==> src/rtl/cherry_eat_detector.sv <==
// cherry_eat_detector
// Watches the per-pixel snake-head and cherry flags across a raster frame and
// decides whether the head overlapped the cherry. The decision is taken at the
// next frame start and produces a one-cycle eat/grow pulse plus a BCD score
// increment. A frame-based cooldown after each eat keeps the stale cherry image
// from re-triggering before the renderer has drawn the relocated cherry.
//
// state | meaning
// ------+------------------------------------------------------------------
// SCAN  | counting aligned head/cherry overlap; eat decision at frame start
// COOL  | post-eat cooldown; overlap held at 0, whole frames counted down
module cherry_eat_detector #(
  parameter int HEAD_DLY        = 2,
  parameter int MIN_OVERLAP     = 4,
  parameter int COOLDOWN_FRAMES = 2
) (
  input  logic       clk,
  input  logic       reset,
  input  logic [9:0] pixel_x,
  input  logic [8:0] pixel_y,
  input  logic       video_on,
  input  logic       game_active,
  input  logic       snake_head,
  input  logic       cherry,
  output logic       eating_cherry,
  output logic       grow_req,
  output logic [7:0] score_bcd,
  output logic [7:0] overlap_dbg
);

  typedef enum logic {
    SCAN = 1'b0,
    COOL = 1'b1
  } state_t;

  localparam logic [7:0] MIN_OVL   = 8'(MIN_OVERLAP);
  localparam logic [3:0] COOL_INIT = 4'(COOLDOWN_FRAMES);

  state_t     state, state_nxt;
  logic [3:0] cfr, cfr_nxt;
  logic [7:0] ovl, ovl_nxt;
  logic [7:0] dbg_nxt;
  logic [7:0] score_nxt;
  logic       eat_q, eat_nxt;
  logic       fs_q;
  logic       frame_start;
  logic       fs_edge;
  logic       head_a;
  logic       hit;

  // BCD increment of a two-digit score, sticking at 99.
  function automatic logic [7:0] bcd_inc(input logic [7:0] v);
    logic [7:0] r;
    if (v == 8'h99) begin
      r = v;
    end else if (v[3:0] == 4'd9) begin
      r = {v[7:4] + 4'd1, 4'd0};
    end else begin
      r = {v[7:4], v[3:0] + 4'd1};
    end
    return r;
  endfunction

  // Head alignment: the cherry flag arrives registered, so the head flag is
  // delayed by the same number of cycles before the two are compared.
  generate
    if (HEAD_DLY == 0) begin : g_head_direct
      assign head_a = snake_head;
    end else begin : g_head_dly
      logic [HEAD_DLY-1:0] head_sr;

      // Shift register delaying snake_head by HEAD_DLY cycles.
      always_ff @(posedge clk or negedge reset) begin
        if (!reset) begin
          head_sr <= '0;
        end else begin
          head_sr[0] <= snake_head;
          for (int i = 1; i < HEAD_DLY; i++) begin
            head_sr[i] <= head_sr[i-1];
          end
        end
      end

      assign head_a = head_sr[HEAD_DLY-1];
    end
  endgenerate

  // A stalled pixel clock can hold (0,0) for several cycles; only the first
  // cycle of such a run is treated as the frame start.
  assign frame_start = (pixel_x == 10'd0) && (pixel_y == 9'd0);
  assign fs_edge     = frame_start && !fs_q;
  assign hit         = video_on && head_a && cherry;

  // Previous-cycle frame-start flag for the edge detector.
  always_ff @(posedge clk or negedge reset) begin
    if (!reset) begin
      fs_q <= 1'b0;
    end else begin
      fs_q <= frame_start;
    end
  end

  // State and datapath registers.
  always_ff @(posedge clk or negedge reset) begin
    if (!reset) begin
      state       <= SCAN;
      cfr         <= '0;
      ovl         <= '0;
      overlap_dbg <= '0;
      score_bcd   <= '0;
      eat_q       <= 1'b0;
    end else begin
      state       <= state_nxt;
      cfr         <= cfr_nxt;
      ovl         <= ovl_nxt;
      overlap_dbg <= dbg_nxt;
      score_bcd   <= score_nxt;
      eat_q       <= eat_nxt;
    end
  end

  // Next-state, overlap counting, eat decision and cooldown countdown.
  // The frame-start action wins over an overlap increment in the same cycle,
  // so the pixel at (0,0) never counts.
  always_comb begin
    state_nxt = state;
    cfr_nxt   = cfr;
    ovl_nxt   = ovl;
    dbg_nxt   = overlap_dbg;
    score_nxt = score_bcd;
    eat_nxt   = 1'b0;
    case (state)
      SCAN: begin
        if (fs_edge) begin
          dbg_nxt = ovl;
          ovl_nxt = '0;
          if (game_active && (ovl >= MIN_OVL)) begin
            eat_nxt   = 1'b1;
            score_nxt = bcd_inc(score_bcd);
            cfr_nxt   = COOL_INIT;
            state_nxt = COOL;
          end
        end else if (hit && (ovl != 8'hFF)) begin
          ovl_nxt = ovl + 8'd1;
        end
      end
      COOL: begin
        ovl_nxt = '0;
        if (fs_edge) begin
          // Terminal count: this frame start ends the cooldown and, with ovl
          // already 0, counting resumes for the frame that starts now.
          if (cfr == 4'd1) begin
            cfr_nxt   = '0;
            state_nxt = SCAN;
          end else begin
            cfr_nxt = cfr - 4'd1;
          end
        end
      end
      default: begin
        state_nxt = SCAN;
      end
    endcase
  end

  assign eating_cherry = eat_q;
  assign grow_req      = eat_q;

endmodule

==> config.mk <==
export PLATFORM = sky130hd
export DESIGN_NAME = cherry_eat_detector
export DESIGN_NICKNAME = d
export VERILOG_FILES = /design/src/rtl/cherry_eat_detector.sv
export SDC_FILE = /design/constraint.sdc
export NUM_CORES = 1
export LEC_CHECK = 0
export ABC_AREA = 0
export CAP_MARGIN = 30
export CELL_PAD_IN_SITES_DETAIL_PLACEMENT = 2
export CELL_PAD_IN_SITES_GLOBAL_PLACEMENT = 2
export CORE_AREA = 2 2 80 82
export CTS_BUF_LIST = sky130_fd_sc_hd__clkbuf_4 sky130_fd_sc_hd__clkbuf_8
export CTS_CLUSTER_SIZE = 24
export DETAILED_ROUTE_END_ITERATION = 10
export DIE_AREA = 0 0 82 84
export PLACE_DENSITY_LB_ADDON = 0.1
export SYNTH_ARGS = -nofsm -noshare
export SYNTH_HDL_FRONTEND = slang
export SYNTH_SLANG_ARGS = --single-unit
==> constraint.sdc <==
create_clock -name clk -period 1.8 [get_ports clk]
set_input_delay 0.18 -clock clk [delete_from_list [all_inputs] [get_ports clk]]
set_output_delay 0.18 -clock clk [all_outputs]
set_load 0.02 [all_outputs]
# Yosys cells after proc, flatten, opt, wreduce, memory -nomap -nowiden
# Index checks and enable logic that the tools add are counted.
[classes]
n_eq_ne = 8
add_sub_neg = 4
n_reduce_logical = 13
muxes = 15
magnitude_cmp = 1
n_bitwise = 2
[op_table]
columns = ["operator", "n"]
rows = [
  ["2-to-1 mux 4 bit", 5],
  ["2-to-1 mux 8 bit", 2],
  ["one-hot mux 8 bit (2 select lines)", 1],
  ["logical NOT 10 bit", 1],
  ["logical NOT 9 bit", 1],
  ["adder 4 x 1 -> 4 bit, second input constant", 2],
  ["adder 8 x 1 -> 8 bit, second input constant", 1],
  ["== test 8 bit, second input constant", 1],
  ["greater-or-equal comparator 8 x 3 -> 1 bit, second input constant", 1],
  ["inequality test 8 bit, second input constant", 1],
  ["one-hot mux 4 bit (2 select lines)", 1],
  ["logical AND 1 bit", 6],
  ["2-to-1 mux 1 bit", 5],
  ["AND reduction 5 bit", 1],
  ["== test 4 x 1 -> 1 bit, second input constant", 1],
  ["== test 4 bit, second input constant", 1],
  ["inequality test 2 bit, second input constant", 2],
  ["AND reduction 4 bit", 1],
  ["subtractor 4 x 1 -> 4 bit, second input constant", 1],
  ["inequality test 3 bit, second input constant", 1],
  ["AND reduction 3 bit", 1],
  ["inequality test 2 x 1 -> 1 bit, second input constant", 1],
  ["NOT 1 bit", 2],
  ["one-hot mux 1 bit (2 select lines)", 1],
  ["other kinds (2)", 2],
]
[word_totals]
in_bits = 25
wordCells = 52
reg_bits = 33
output_inout_bits = 18

# Longest topological paths before layout
# Gate-level depths: netlist (run 1).
[depth]
word_depth = 6
mapped_depth = 6
mapped_depth_nobuf = 6

# Worst setup path before layout (run 1)
# No wires, ideal clock.
[synth_timing]
path_kind = "register to register"
from = "reg state"
to = "reg score_bcd[1]"
t_arrival_ps = 1645
setup_time_ps = 125
t_required_ps = 1675
path_slack_ps = 30
stages_incl_launch_ff = 6
synth_period_minus_slack_ps = 1770
path_buffers = 1
path_cell_list = "dfrtp_1 -> buf_2 -> or2_0 -> a311o_1 -> nor4_4 -> mux2_2"
[synth_via]
elab_chain_cells = 2
[synth_rtl]
columns = ["item", "line", "source"]
rows = [
  ["start: declaration", "39", "state_t state, state_nxt;"],
  ["start signal: assignment", "113", "state <= state_nxt;"],
  ["NOT 1 bit (no source line)", "n/a", ""],
  ["AND reduction 4 bit (no source line)", "n/a", ""],
  ["end signal: assignment", "117", "score_bcd <= score_nxt;"],
  ["end: declaration", "27", "output logic [7:0] score_bcd,"],
]
# Every way passes these cells.
# A chain may end at the register's enable or synchronous reset.

# Worst setup path after layout (run 1)
[layout_timing]
from = "in pixel_y[0]"
to = "reg score_bcd[7]"
[layout_via]
elab_chain_cells = 4
[layout_rtl]
columns = ["item", "line", "source"]
rows = [
  ["start: declaration", "20", "input logic [8:0] pixel_y,"],
  ["logical NOT 9 bit", "90", "assign frame_start = (pixel_x == 10'd0) && (pixel_y == 9'd0);"],
  ["logical AND 1 bit", "90", ""],
  ["logical AND 1 bit", "91", "assign fs_edge = frame_start && !fs_q;"],
  ["AND reduction 5 bit (no source line)", "n/a", ""],
]
# Every way passes these cells.

==> results of run 1 <==
[state kept, by name (all words and copies together), names as in the netlist]
signal / cells
overlap_dbg: 8
ovl: 8
score_bcd: 8
cfr: 4
g_head_dly.head_sr: 2
eating_cherry: 1
fs_q: 1
state: 1
[per-stage QoR]
step	std cells	cell area, µm²	TNS (ns)	hold WS, ns
floorplan	155	1700	0	-0.116
global placement	286	2320	-6.71	0.338
detailed placement	286	2320	-7.95	0.339
CTS	299	2520	-0.000242	0.313
global route	301	2630	-0.182	0.341
finish	301	2630	0	0.298
[final cells by class]
cell class / count / area (µm²) / share of cell area
clock inverter: 2 / 35.0 / 0.0133
antenna: 1 / 2.50 / 0.000952
multi-input combinational: 109 / 917 / 0.349
tap: 77 / 96.3 / 0.0367
clock buffer: 5 / 68.8 / 0.0262
timing repair buffer: 65 / 647 / 0.246
inverter: 9 / 33.8 / 0.0129
sequential: 33 / 827 / 0.315
[power by group through the flow]
stage	Combinational (mW)	Sequential [mW]	Clock, mW
4_1_cts	0.388	0.843	0.692
6_report	0.397	0.841	0.662
3_5_place_dp	0.369	0.856	0
2_1_floorplan	0.163	0.855	0
3_3_place_gp	0.350	0.851	0
5_1_grt	0.439	0.853	0.713
[layer usage]
| metal | up-vias | global-route usage |
|---|---|---|
| met1 | 753 | 0.201 |
| li1 | 693 | - |
| met3 | 8 | 0.0368 |
| met5 | - | 0 |
| met4 | 0 | 0.0409 |
| met2 | 21 | 0.269 |
[worst min path at each step]
stage / depth (start not counted) / start / endpoint
2_1_floorplan: 0 / reset / cfr[0]
3_3_place_gp: 0 / g_head_dly.head_sr[0] / g_head_dly.head_sr[1]
3_5_place_dp: 0 / g_head_dly.head_sr[0] / g_head_dly.head_sr[1]
4_1_cts: 2 / reset / overlap_dbg[6]
5_1_grt: 1 / snake_head / g_head_dly.head_sr[0]
6_report: 2 / reset / ovl[5]
[repair_timing]
action / in CTS / in global routing
cloned: 0 / 0
setup buffers: 6 / 1
pin swaps: 8 / 16
resized for setup: 12 / 25
setup endpoints to repair: 14 / 18
hold buffers: 0 / 0
[logic make-up (layout without fill, tap and decap cells)]
kind of cell               Yosys count  after routing  share of synthesized area
other                                0              1                          0
xor gates and xnor gates             8              8                     0.0413
buffers and inverters               13             81                     0.0325
and+or+nand+nor                     60             60                      0.225
AOI/OAI and AO/OA                   24             24                     0.0982
DFF                                 33             33                      0.487
adders and majority gates            6              6                     0.0443
muxes                               11             11                     0.0716
[layout by cell type (no fill, tap or decap), types with 2 or more instances in the layout]
master,count
sky130_fd_sc_hd__a41oi_1,2
sky130_fd_sc_hd__clkdlybuf4s50_1,29
sky130_fd_sc_hd__ha_1,6
sky130_fd_sc_hd__mux2i_1,2
sky130_fd_sc_hd__dlygate4sd2_1,2
sky130_fd_sc_hd__nand2_1,6
sky130_fd_sc_hd__buf_12,2
sky130_fd_sc_hd__nand3_1,4
sky130_fd_sc_hd__a31oi_1,2
sky130_fd_sc_hd__nor4_2,6
sky130_fd_sc_hd__xnor2_1,4
sky130_fd_sc_hd__nor3_1,2
sky130_fd_sc_hd__nor2_4,3
sky130_fd_sc_hd__nor2_1,12
sky130_fd_sc_hd__a21oi_1,5
sky130_fd_sc_hd__clkbuf_8,5
sky130_fd_sc_hd__nand4_1,2
sky130_fd_sc_hd__buf_4,20
sky130_fd_sc_hd__nor2b_1,2
sky130_fd_sc_hd__dlymetal6s2s_1,11
sky130_fd_sc_hd__nand2b_1,2
sky130_fd_sc_hd__mux2_4,3
sky130_fd_sc_hd__nor4_4,3
sky130_fd_sc_hd__dfrtp_1,32
sky130_fd_sc_hd__a311oi_1,2
sky130_fd_sc_hd__mux2_2,6
sky130_fd_sc_hd__nand3_2,3
sky130_fd_sc_hd__and3_1,2
sky130_fd_sc_hd__and2_1,2
sky130_fd_sc_hd__o21ai_0,4
sky130_fd_sc_hd__xor2_1,4
sky130_fd_sc_hd__inv_1,9
==> out/summary.json, run 1 <==
{
  "antenna_found_initial": 1,
  "detailedPlace.worstSlack_ns": -0.437,
  "final-max-slew-violation-count": 0,
  "clock-root-buffer": "sky130_fd_sc_hd__clkbuf_8",
  "proportion_of_register_bits_with_asynchronous_set_or_reset_after_synthesis": 1.00,
  "routed-via-count": 1475,
  "floorplan.initialDensity": 0.278,
  "clockPowerShare": 0.348,
  "synth_fp_nets": 186,
  "detailed_place_hpwl_mm": 3.81,
  "start_kind": "input port",
  "endpoint": "score_bcd[7]",
  "detailroute.wirelength.met2_mm": 2.78,
  "intPower_mw": 1.39,
  "grtUsageTotal": 0.159,
  "pwr_density_cell_nw_per_um2": 723,
  "share_comb_of_total_power": 0.209,
  "crit_required_ns": 1.97,
  "htreeDepth": 2,
  "nFillCells": 651,
  "fmax_ghz": 0.572,
  "first_drt_pass_iteration_count": 2,
  "p_leak_nw": 1.20,
  "routed_via_density": 4.90,
  "cpLargestDelayFamily": "buffers and inverters",
  "netSwitchingPower_mw": 0.512,
  "io-pin-count": 43,
  "wl_per_cell_um": 17.5,
  "leading_cell_types_by_count_after_synthesis": "sky130_fd_sc_hd__dfrtp_1, sky130_fd_sc_hd__nor2_1, sky130_fd_sc_hd__inv_1, sky130_fd_sc_hd__mux2_2",
  "p_total_mw": 1.90,
  "critical_path_cell_count": 8,
  "transition_time_of_the_tightest_slew_check_pin_ns": 0.433,
  "max_cap_violations": 0,
  "number_of_global_route_vias_before_repair": 1681,
  "ys_seq_area_frac": 0.487,
  "worstReg2RegStart": "fs_q",
  "placeableCoreArea_um2": 6100,
  "grt_overflow_total": 0,
  "route.detailed.drc": 0,
  "netSwitchingFraction": 0.270,
  "yosysMostFrequentCell": "sky130_fd_sc_hd__dfrtp_1",
  "finish.net_count": 254,
  "first_pass_grt_wire_length_mm": 8.40,
  "met1_length_mm": 2.30,
  "final_setup_fails": 0,
  "synth_cell_type_count": 42,
  "synth.ff_latch_count": 33,
  "gpl.final_weighted_congestion": 0.719,
  "clock_insertion_delay_worst_skew_ns": 0.28,
  "reg2reg_setup_slack_ns": 0.06,
  "worstPathCellList": "clkdlybuf4s50_1, nor4_4, buf_4, nand4_1, nor4_4, buf_4, nand3_2, xnor2_1",
  "cts_num_sinks": 33,
  "setup.worst_path.end_class": "flop",
  "yosys-top-cells-area": "sky130_fd_sc_hd__dfrtp_1, sky130_fd_sc_hd__mux2_2, sky130_fd_sc_hd__ha_1",
  "std_cell_rows": 29,
  "number_of_enable_type_register_cells_in_the_synthesized_netlist": 0,
  "crit_path_max_delay_cell_type": "sky130_fd_sc_hd__clkdlybuf4s50_1",
  "die_area_um2": 6890,
  "largest_net_degree_at_the_start_of_global_routing": 34,
  "setup_slack_ns": 0.0513,
  "worstPathMaxFanout": 4,
  "clock_slew_at_reported_path_ffs_ns": 0.07,
  "clock-skew-final_ns": 0.00690,
  "max-vdd-ir-drop_mv": 0.384,
  "fraction_of_layout_instances_using_a_drive_strength_above_1": 0.283,
  "yosys_warnings": 0,
  "synth_top_flop_cell": "sky130_fd_sc_hd__dfrtp_1",
  "cp_slowest_stage_delay_ns": 0.45,
  "seq_power_share": 0.442,
  "min-delay-path-class": "input port to async pin",
  "critPathArrivalTime_ns": 1.92,
  "timing.slew.headroom": 0.711,
  "outcome": "finished, final reports clean",
  "route.met3.wl_um": 130,
  "clk_buf_depth": 2,
  "drt-total-wl_mm": 5.28,
  "drt_iter0_drc": 36,
  "port_buffers": 42,
  "final_core_utilization": 0.431,
  "mappedNetlistArea_um2": 1700,
  "r2r.worst_path.cells": 6,
  "post_synth_inst_count": 155,
  "final.period_utilization": 0.971,
  "worst_r2r_endpoint": "score_bcd[7]",
  "dieHeight_um": 84,
  "ant_nets": 0,
  "cts_inserted_buffers": 5,
  "die_x_um": 82,
  "final_hold_viol_count": 0,
  "synth_top_area_cell": "sky130_fd_sc_hd__dfrtp_1",
  "mapped_avg_cell_area_um2": 10.9,
  "highest_layer": "met4",
  "critPathKind": "input port to flop",
  "areaGrowthSynthToFinish_pct": 55.0,
  "tritoncts": "done",
  "crit_start": "pixel_y[0]",
  "critical_path_buf_inv_count": 3,
  "yosysTopAreaCellShare": 0.487,
  "minimum_period_implied_by_the_final_worst_setup_slack_ns": 1.75
}
(Power assumes the default switching activity.)
==> run 2: changes to the inputs <==
==> config.mk (replaced) <==
export PLATFORM = sky130hd
export DESIGN_NAME = cherry_eat_detector
export DESIGN_NICKNAME = d
export VERILOG_FILES = /design/src/rtl/cherry_eat_detector.sv
export SDC_FILE = /design/constraint.sdc
export NUM_CORES = 1
export LEC_CHECK = 0
export ABC_AREA = 0
export CAP_MARGIN = 30
export CORE_AREA = 2 2 65 67
export CTS_BUF_LIST = sky130_fd_sc_hd__clkbuf_4 sky130_fd_sc_hd__clkbuf_8
export CTS_CLUSTER_SIZE = 24
export DETAILED_ROUTE_END_ITERATION = 10
export DIE_AREA = 0 0 67 69
export PLACE_DENSITY = 0.75
export SYNTH_ARGS = -nofsm -noshare
export SYNTH_HDL_FRONTEND = slang
export SYNTH_SLANG_ARGS = --single-unit
==> run 2 against run 1 <==
Against the previous run: core utilization is 20 points higher; maximum frequency decreased by 0.80%; sequential share of layout area up 2.2 points; routed wire length shrank 25%; global-route usage up 3.2 points; sequential power is 0.7% lower; clock power up 10%; flip-flop and latch count unchanged; largest cell class unchanged.
==> out/summary.json, run 2 (synthesis gave the netlist of run 1 again) <==
{
  "outcome": "finished, final reports clean",
  "first_pass_grt_wire_length_mm": 6.78,
  "pwr_density_cell_nw_per_um2": 778,
  "transition_time_of_the_tightest_slew_check_pin_ns": 0.490,
  "clk_buf_depth": 2,
  "std_cell_rows": 23,
  "areaGrowthSynthToFinish_pct": 44.6,
  "grt_overflow_total": 0,
  "first_drt_pass_iteration_count": 4,
  "multi_input_gate_area_um2": 866,
  "worst_r2r_endpoint": "score_bcd[7]",
  "p_leak_nw": 1.07,
  "r2r.worst_path.cells": 6,
  "clock_slew_at_reported_path_ffs_ns": 0.07,
  "nFillCells": 319,
  "max-vdd-ir-drop_mv": 0.588,
  "minimum_period_implied_by_the_final_worst_setup_slack_ns": 1.76,
  "grtUsageTotal": 0.192,
  "worstPathCellList": "clkdlybuf4s50_1, nor4_4, nand4_1, a311o_2, nor4_4, xor2_1",
  "number_of_global_route_vias_before_repair": 1440,
  "wl_per_cell_um": 14.9,
  "finish.net_count": 246,
  "final_hold_viol_count": 0,
  "setup.worst_path.end_class": "flop",
  "largest_net_degree_at_the_start_of_global_routing": 34,
  "largest_registers": "overlap_dbg (8), ovl (8), score_bcd (8)",
  "detailed_place_hpwl_mm": 2.86,
  "ff_latch_area_um2": 827,
  "cts_num_sinks": 33,
  "placeableCoreArea_um2": 3910,
  "crit_start": "pixel_y[0]",
  "port_buffers": 42,
  "crit_required_ns": 2.01,
  "antenna_found_initial": 0,
  "placedCellCount": 253,
  "worstPathMaxFanout": 3,
  "max_cap_violations": 0,
  "final_setup_fails": 0,
  "dieHeight_um": 69,
  "commonest_cells_after_routing_fill_and_taps_aside": "sky130_fd_sc_hd__clkdlybuf4s50_1, sky130_fd_sc_hd__dfrtp_1, sky130_fd_sc_hd__nor2_1, sky130_fd_sc_hd__buf_4",
  "floorplan.initialDensity": 0.433,
  "critPathKind": "input port to flop",
  "final.period_utilization": 0.979,
  "cts.hold.buffers_added": 0,
  "clock-skew-final_ns": 0.00264,
  "timing.slew.headroom": 0.669,
  "die_x_um": 67,
  "io-pin-count": 43,
  "final-max-slew-violation-count": 0,
  "fraction_of_layout_instances_using_a_drive_strength_above_1": 0.218,
  "routed_via_density": 5.28,
  "setup_repair_after_global_routing_missed_its_margin": "true",
  "start_kind": "input port",
  "fmax_ghz": 0.567,
  "htreeDepth": 2,
  "gpl.final_weighted_congestion": 0.760,
  "die_area_um2": 4620,
  "ant_nets": 0,
  "routed-via-count": 1404,
  "worstReg2RegStart": "fs_q",
  "drt-total-wl_mm": 3.96,
  "whs_ns": 0.297,
  "critPathArrivalTime_ns": 1.97,
  "final_cell_count_no_fill": 266,
  "mostFrequentLayoutCell": "sky130_fd_sc_hd__clkdlybuf4s50_1",
  "cp_slowest_stage_delay_ns": 0.46,
  "cpMostUsedCell": "sky130_fd_sc_hd__nor4_4",
  "clock-root-buffer": "sky130_fd_sc_hd__clkbuf_8",
  "n_antenna_cell": 0,
  "cts_inserted_buffers": 5,
  "crit_path_max_delay_cell_type": "sky130_fd_sc_hd__clkdlybuf4s50_1",
  "tritoncts": "done",
  "clock_insertion_delay_worst_skew_ns": 0.29,
  "min-delay-path-class": "input port to async pin",
  "route.detailed.drc": 0,
  "reg2reg_setup_slack_ns": 0.07,
  "endpoint": "score_bcd[6]",
  "drt_iter0_drc": 52
}
[run 2: changes by cell type in the layout (fill, tap and decap cells not counted), moves of 2 or more]
| cell | change |
|---|---|
| sky130_fd_sc_hd__buf_12 | -2 |
| sky130_fd_sc_hd__buf_4 | -7 |
| sky130_fd_sc_hd__clkdlybuf4s50_1 | +9 |
| sky130_fd_sc_hd__dlymetal6s2s_1 | -9 |
| sky130_fd_sc_hd__mux2_2 | +3 |
| sky130_fd_sc_hd__mux2_4 | -3 |
| sky130_fd_sc_hd__nand3_1 | +2 |
| sky130_fd_sc_hd__nand3_2 | -2 |
| sky130_fd_sc_hd__nor4_1 | +3 |
| sky130_fd_sc_hd__nor4_2 | -5 |
| sky130_fd_sc_hd__nor4_4 | +2 |
[run 2: worst min path at each step]
stage	slack, ns	endpoint	start
final	0.30	overlap_dbg[4]	reset
after global routing	0.28	fs_q	pixel_x[1]
after CTS	0.32	cfr[2]	reset
after detailed placement	0.34	g_head_dly.head_sr[1]	g_head_dly.head_sr[0]
after global placement	0.33	g_head_dly.head_sr[1]	g_head_dly.head_sr[0]
after floorplan	-0.12	cfr[0]	reset
[run 2: per-layer routing]
layer / up-vias / global-route usage / wire length (µm)
met5: - / 0 / 0
met4: 0 / 0.0544 / 49
met1: 684 / 0.234 / 1670
li1: 684 / - / -
met2: 29 / 0.321 / 2060
met3: 7 / 0.0571 / 178
[run 2: where the power goes]
| part | internal [mW] | switching [mW] | total [mW] | leakage [nW] |
|---|---|---|---|---|
| sequential | 0.794 | 0.0416 | 0.835 | 0.433 |
| combinational | 0.164 | 0.178 | 0.342 | 0.575 |
| clock | 0.466 | 0.264 | 0.730 | 0.0619 |
| total | 1.42 | 0.483 | 1.91 | 1.07 |
[run 2: what timing repair did]
| action | 4_1_cts | 5_1_grt |
|---|---|---|
| endpoints found under the setup margin | 10 | 18 |
| setup buffers | 5 | 0 |
| pin swaps | 5 | 5 |
| resized for setup | 7 | 11 |
[run 2: area by class of cell]
class / instances / area share
Sequential cell: 33 / 0.337
Tap cell: 50 / 0.0255
Multi-Input combinational cell: 109 / 0.353
Clock buffer: 7 / 0.0367
Clock inverter: 1 / 0.0122
Inverter: 9 / 0.0138
Timing Repair Buffer: 57 / 0.221
[run 2: metrics by stage]
| stage | total power [mW] | setup TNS [ns] | cell area [µm²] | worst slack [ns] | util |
|---|---|---|---|---|---|
| 6_report | 1.91 | 0 | 2450 | 0.0373 | 0.627 |
| 5_1_grt | 2.02 | -0.0201 | 2450 | -0.0143 | 0.627 |
| 4_1_cts | 1.93 | 0 | 2400 | 0.00252 | 0.614 |
| 3_5_place_dp | 1.19 | -7.59 | 2230 | -0.419 | 0.570 |
| 3_3_place_gp | 1.16 | -6.62 | 2230 | -0.376 | 0.570 |
| 2_1_floorplan | 1.02 | 0 | 1700 | 0.0300 | - |
[run 2: critical path, delay by kind of cell]
family	cells	cell delay [ns]
buffers and inverters	1	0.46
AO/OA/AOI/OAI	1	0.39
AND/OR/NAND/NOR	3	0.78
XOR/XNOR	1	0.16
==> run 3: changes to the inputs <==
==> config.mk (replaced) <==
export PLATFORM = sky130hd
export DESIGN_NAME = cherry_eat_detector
export DESIGN_NICKNAME = d
export VERILOG_FILES = /design/src/rtl/cherry_eat_detector.sv
export SDC_FILE = /design/constraint.sdc
export NUM_CORES = 1
export LEC_CHECK = 0
export ABC_AREA = 0
export CAP_MARGIN = 30
export CORE_AREA = 2 2 54 81
export CTS_BUF_LIST = sky130_fd_sc_hd__clkbuf_2
export DETAILED_ROUTE_END_ITERATION = 10
export DIE_AREA = 0 0 56 83
export PLACE_DENSITY = 0.74
export SYNTH_ARGS = -nofsm -noshare
export SYNTH_HDL_FRONTEND = slang
export SYNTH_SLANG_ARGS = --single-unit
==> run 3 against run 2 <==
Against the previous run: total power shrank 12%; hold slack got worse by 0.11 ns; clock power shrank 32%; flip-flop and latch count stayed put; critical path depth did not move; die area grew 0.54%; maximum frequency shrank 0.71%; worst setup slack worse by 0.013 ns; sequential power hardly changed; routed wire length grew 7.0%.
==> out/summary.json, run 3 (synthesis gave the netlist of run 1 again) <==
{
  "detailedPlace.worstSlack_ns": -0.432,
  "route.detailed.drc": 0,
  "cp_slowest_stage_delay_ns": 0.45,
  "n_antenna_cell": 0,
  "ant_nets": 0,
  "fmax_ghz": 0.563,
  "start_kind": "input port",
  "drt-total-wl_mm": 4.23,
  "htreeDepth": 2,
  "routed_via_density": 5.51,
  "detailed_place_hpwl_mm": 3.15,
  "routed-via-count": 1439,
  "transition_time_of_the_tightest_slew_check_pin_ns": 0.423,
  "antenna_found_initial": 0,
  "crit_required_ns": 2.10,
  "grtUsageTotal": 0.185,
  "setup.worst_path.end_class": "flop",
  "number_of_global_route_vias_before_repair": 1511,
  "cts.hold.buffers_added": 0,
  "setup_slack_ns": 0.0246,
  "crit_path_max_delay_cell_type": "sky130_fd_sc_hd__clkdlybuf4s50_1",
  "clock_insertion_delay_worst_skew_ns": 0.37,
  "port_buffers": 42,
  "grt_overflow_total": 0,
  "max-vdd-ir-drop_mv": 0.881,
  "critPathKind": "input port to flop",
  "final_core_utilization": 0.603,
  "clk_buf_depth": 2,
  "io-pin-count": 43,
  "mostFrequentLayoutCell": "sky130_fd_sc_hd__clkdlybuf4s50_1",
  "max_cap_violations": 0,
  "clock-root-buffer": "sky130_fd_sc_hd__clkbuf_2",
  "wl_per_cell_um": 16.2,
  "worstPathMaxFanout": 3,
  "minimum_period_implied_by_the_final_worst_setup_slack_ns": 1.78,
  "cpMostUsedCell": "sky130_fd_sc_hd__nor4_4",
  "critPathArrivalTime_ns": 2.08,
  "pwr_density_cell_nw_per_um2": 708,
  "areaGrowthSynthToFinish_pct": 39.5,
  "die_area_um2": 4650,
  "dpl-instance-area_um2": 2250,
  "gpl.final_weighted_congestion": 0.759,
  "timing.slew.headroom": 0.718,
  "final_hold_viol_count": 0,
  "first_drt_pass_iteration_count": 5,
  "largest_registers": "overlap_dbg (8), ovl (8), score_bcd (8)",
  "cts_num_sinks": 33,
  "final_setup_fails": 0,
  "outcome": "finished, final reports clean",
  "fin_area_um2": 2360,
  "fraction_of_layout_instances_using_a_drive_strength_above_1": 0.208,
  "placeableCoreArea_um2": 3920,
  "die_x_um": 56,
  "final-max-slew-violation-count": 0,
  "p_leak_nw": 1.03,
  "cts_inserted_buffers": 5,
  "final.period_utilization": 0.986,
  "first_pass_grt_wire_length_mm": 6.84,
  "clock_slew_at_reported_path_ffs_ns": 0.18,
  "dieHeight_um": 83,
  "drt_iter0_drc": 21,
  "timing.setup.tns_ns": 0,
  "floorplan.initialDensity": 0.432,
  "min-delay-path-class": "input port to async pin",
  "setup_repair_after_global_routing_missed_its_margin": "true",
  "largest_net_degree_at_the_start_of_global_routing": 34,
  "tritoncts": "done",
  "clock-skew-final_ns": 0.0168,
  "worstPathCellList": "clkdlybuf4s50_1, nor4_4, nand4_1, a311o_2, nor4_4, xor2_1",
  "commonest_cells_after_routing_fill_and_taps_aside": "sky130_fd_sc_hd__clkdlybuf4s50_1, sky130_fd_sc_hd__dfrtp_1, sky130_fd_sc_hd__buf_4",
  "std_cell_rows": 28,
  "finish.net_count": 246
}
-- run 3: cell type report --
cell class	count	area (µm²)
fill	348	1560
multi-input combinational	109	852
sequential	33	826
timing repair buffer	57	533
tap	45	56.3
clock inverter	2	33.8
inverter	9	33.8
clock buffer	6	30.0
-- run 3: final timing paths --
path                                       startpoint               endpoint  slack [ns]  cells after the start
worst max-delay path                       pixel_y[0]           score_bcd[6]        0.02                      6
worst min-delay path                            reset         overlap_dbg[3]        0.19                      2
worst max register to register                  state           score_bcd[2]        0.07                      6
worst min register to register  g_head_dly.head_sr[0]  g_head_dly.head_sr[1]        0.38                      0
max in group asynchronous                       reset         overlap_dbg[4]        1.30                      2
min in group clk                           snake_head  g_head_dly.head_sr[0]        0.25                      1
-- run 3: worst max-delay path: cells and delay by family --
kind / cells / cell delay [ns]
simple gates: 3 / 0.86
buf+inv: 1 / 0.45
compound gates: 1 / 0.41
xor+xnor: 1 / 0.18
-- run 3: layer usage --
metal | up-vias | part of all wire | GRT usage
li1 | 679 | - | -
met5 | - | 0 | 0
met1 | 715 | 0.38 | 0.195
met3 | 12 | 0.031 | 0.0436
met2 | 33 | 0.57 | 0.337
met4 | 0 | 0.026 | 0.0866
-- run 3: timing repair --
action | 4_1_cts | 5_1_grt
endpoints found under the setup margin | 1 | 13
cloned | 0 | 0
resized for setup | 0 | 7
setup buffers | 0 | 2
pin swaps | 1 | 2
-- run 3: power breakdown --
| part | leakage [nW] | internal, mW | switching (mW) | total, mW |
|---|---|---|---|---|
| clock network | 0.0406 | 0.237 | 0.256 | 0.493 |
| registers | 0.434 | 0.793 | 0.0418 | 0.835 |
| logic | 0.551 | 0.166 | 0.179 | 0.345 |
| total | 1.03 | 1.20 | 0.476 | 1.67 |
-- run 3: metrics by stage --
step / hold WS, ns / cells / power, mW
finish: 0.189 / 261 / 1.67
global route: 0.187 / 261 / 1.77
CTS: 0.178 / 259 / 1.68
detailed placement: 0.340 / 251 / 1.19
global placement: 0.339 / 251 / 1.17
floorplan: -0.116 / 155 / 1.02
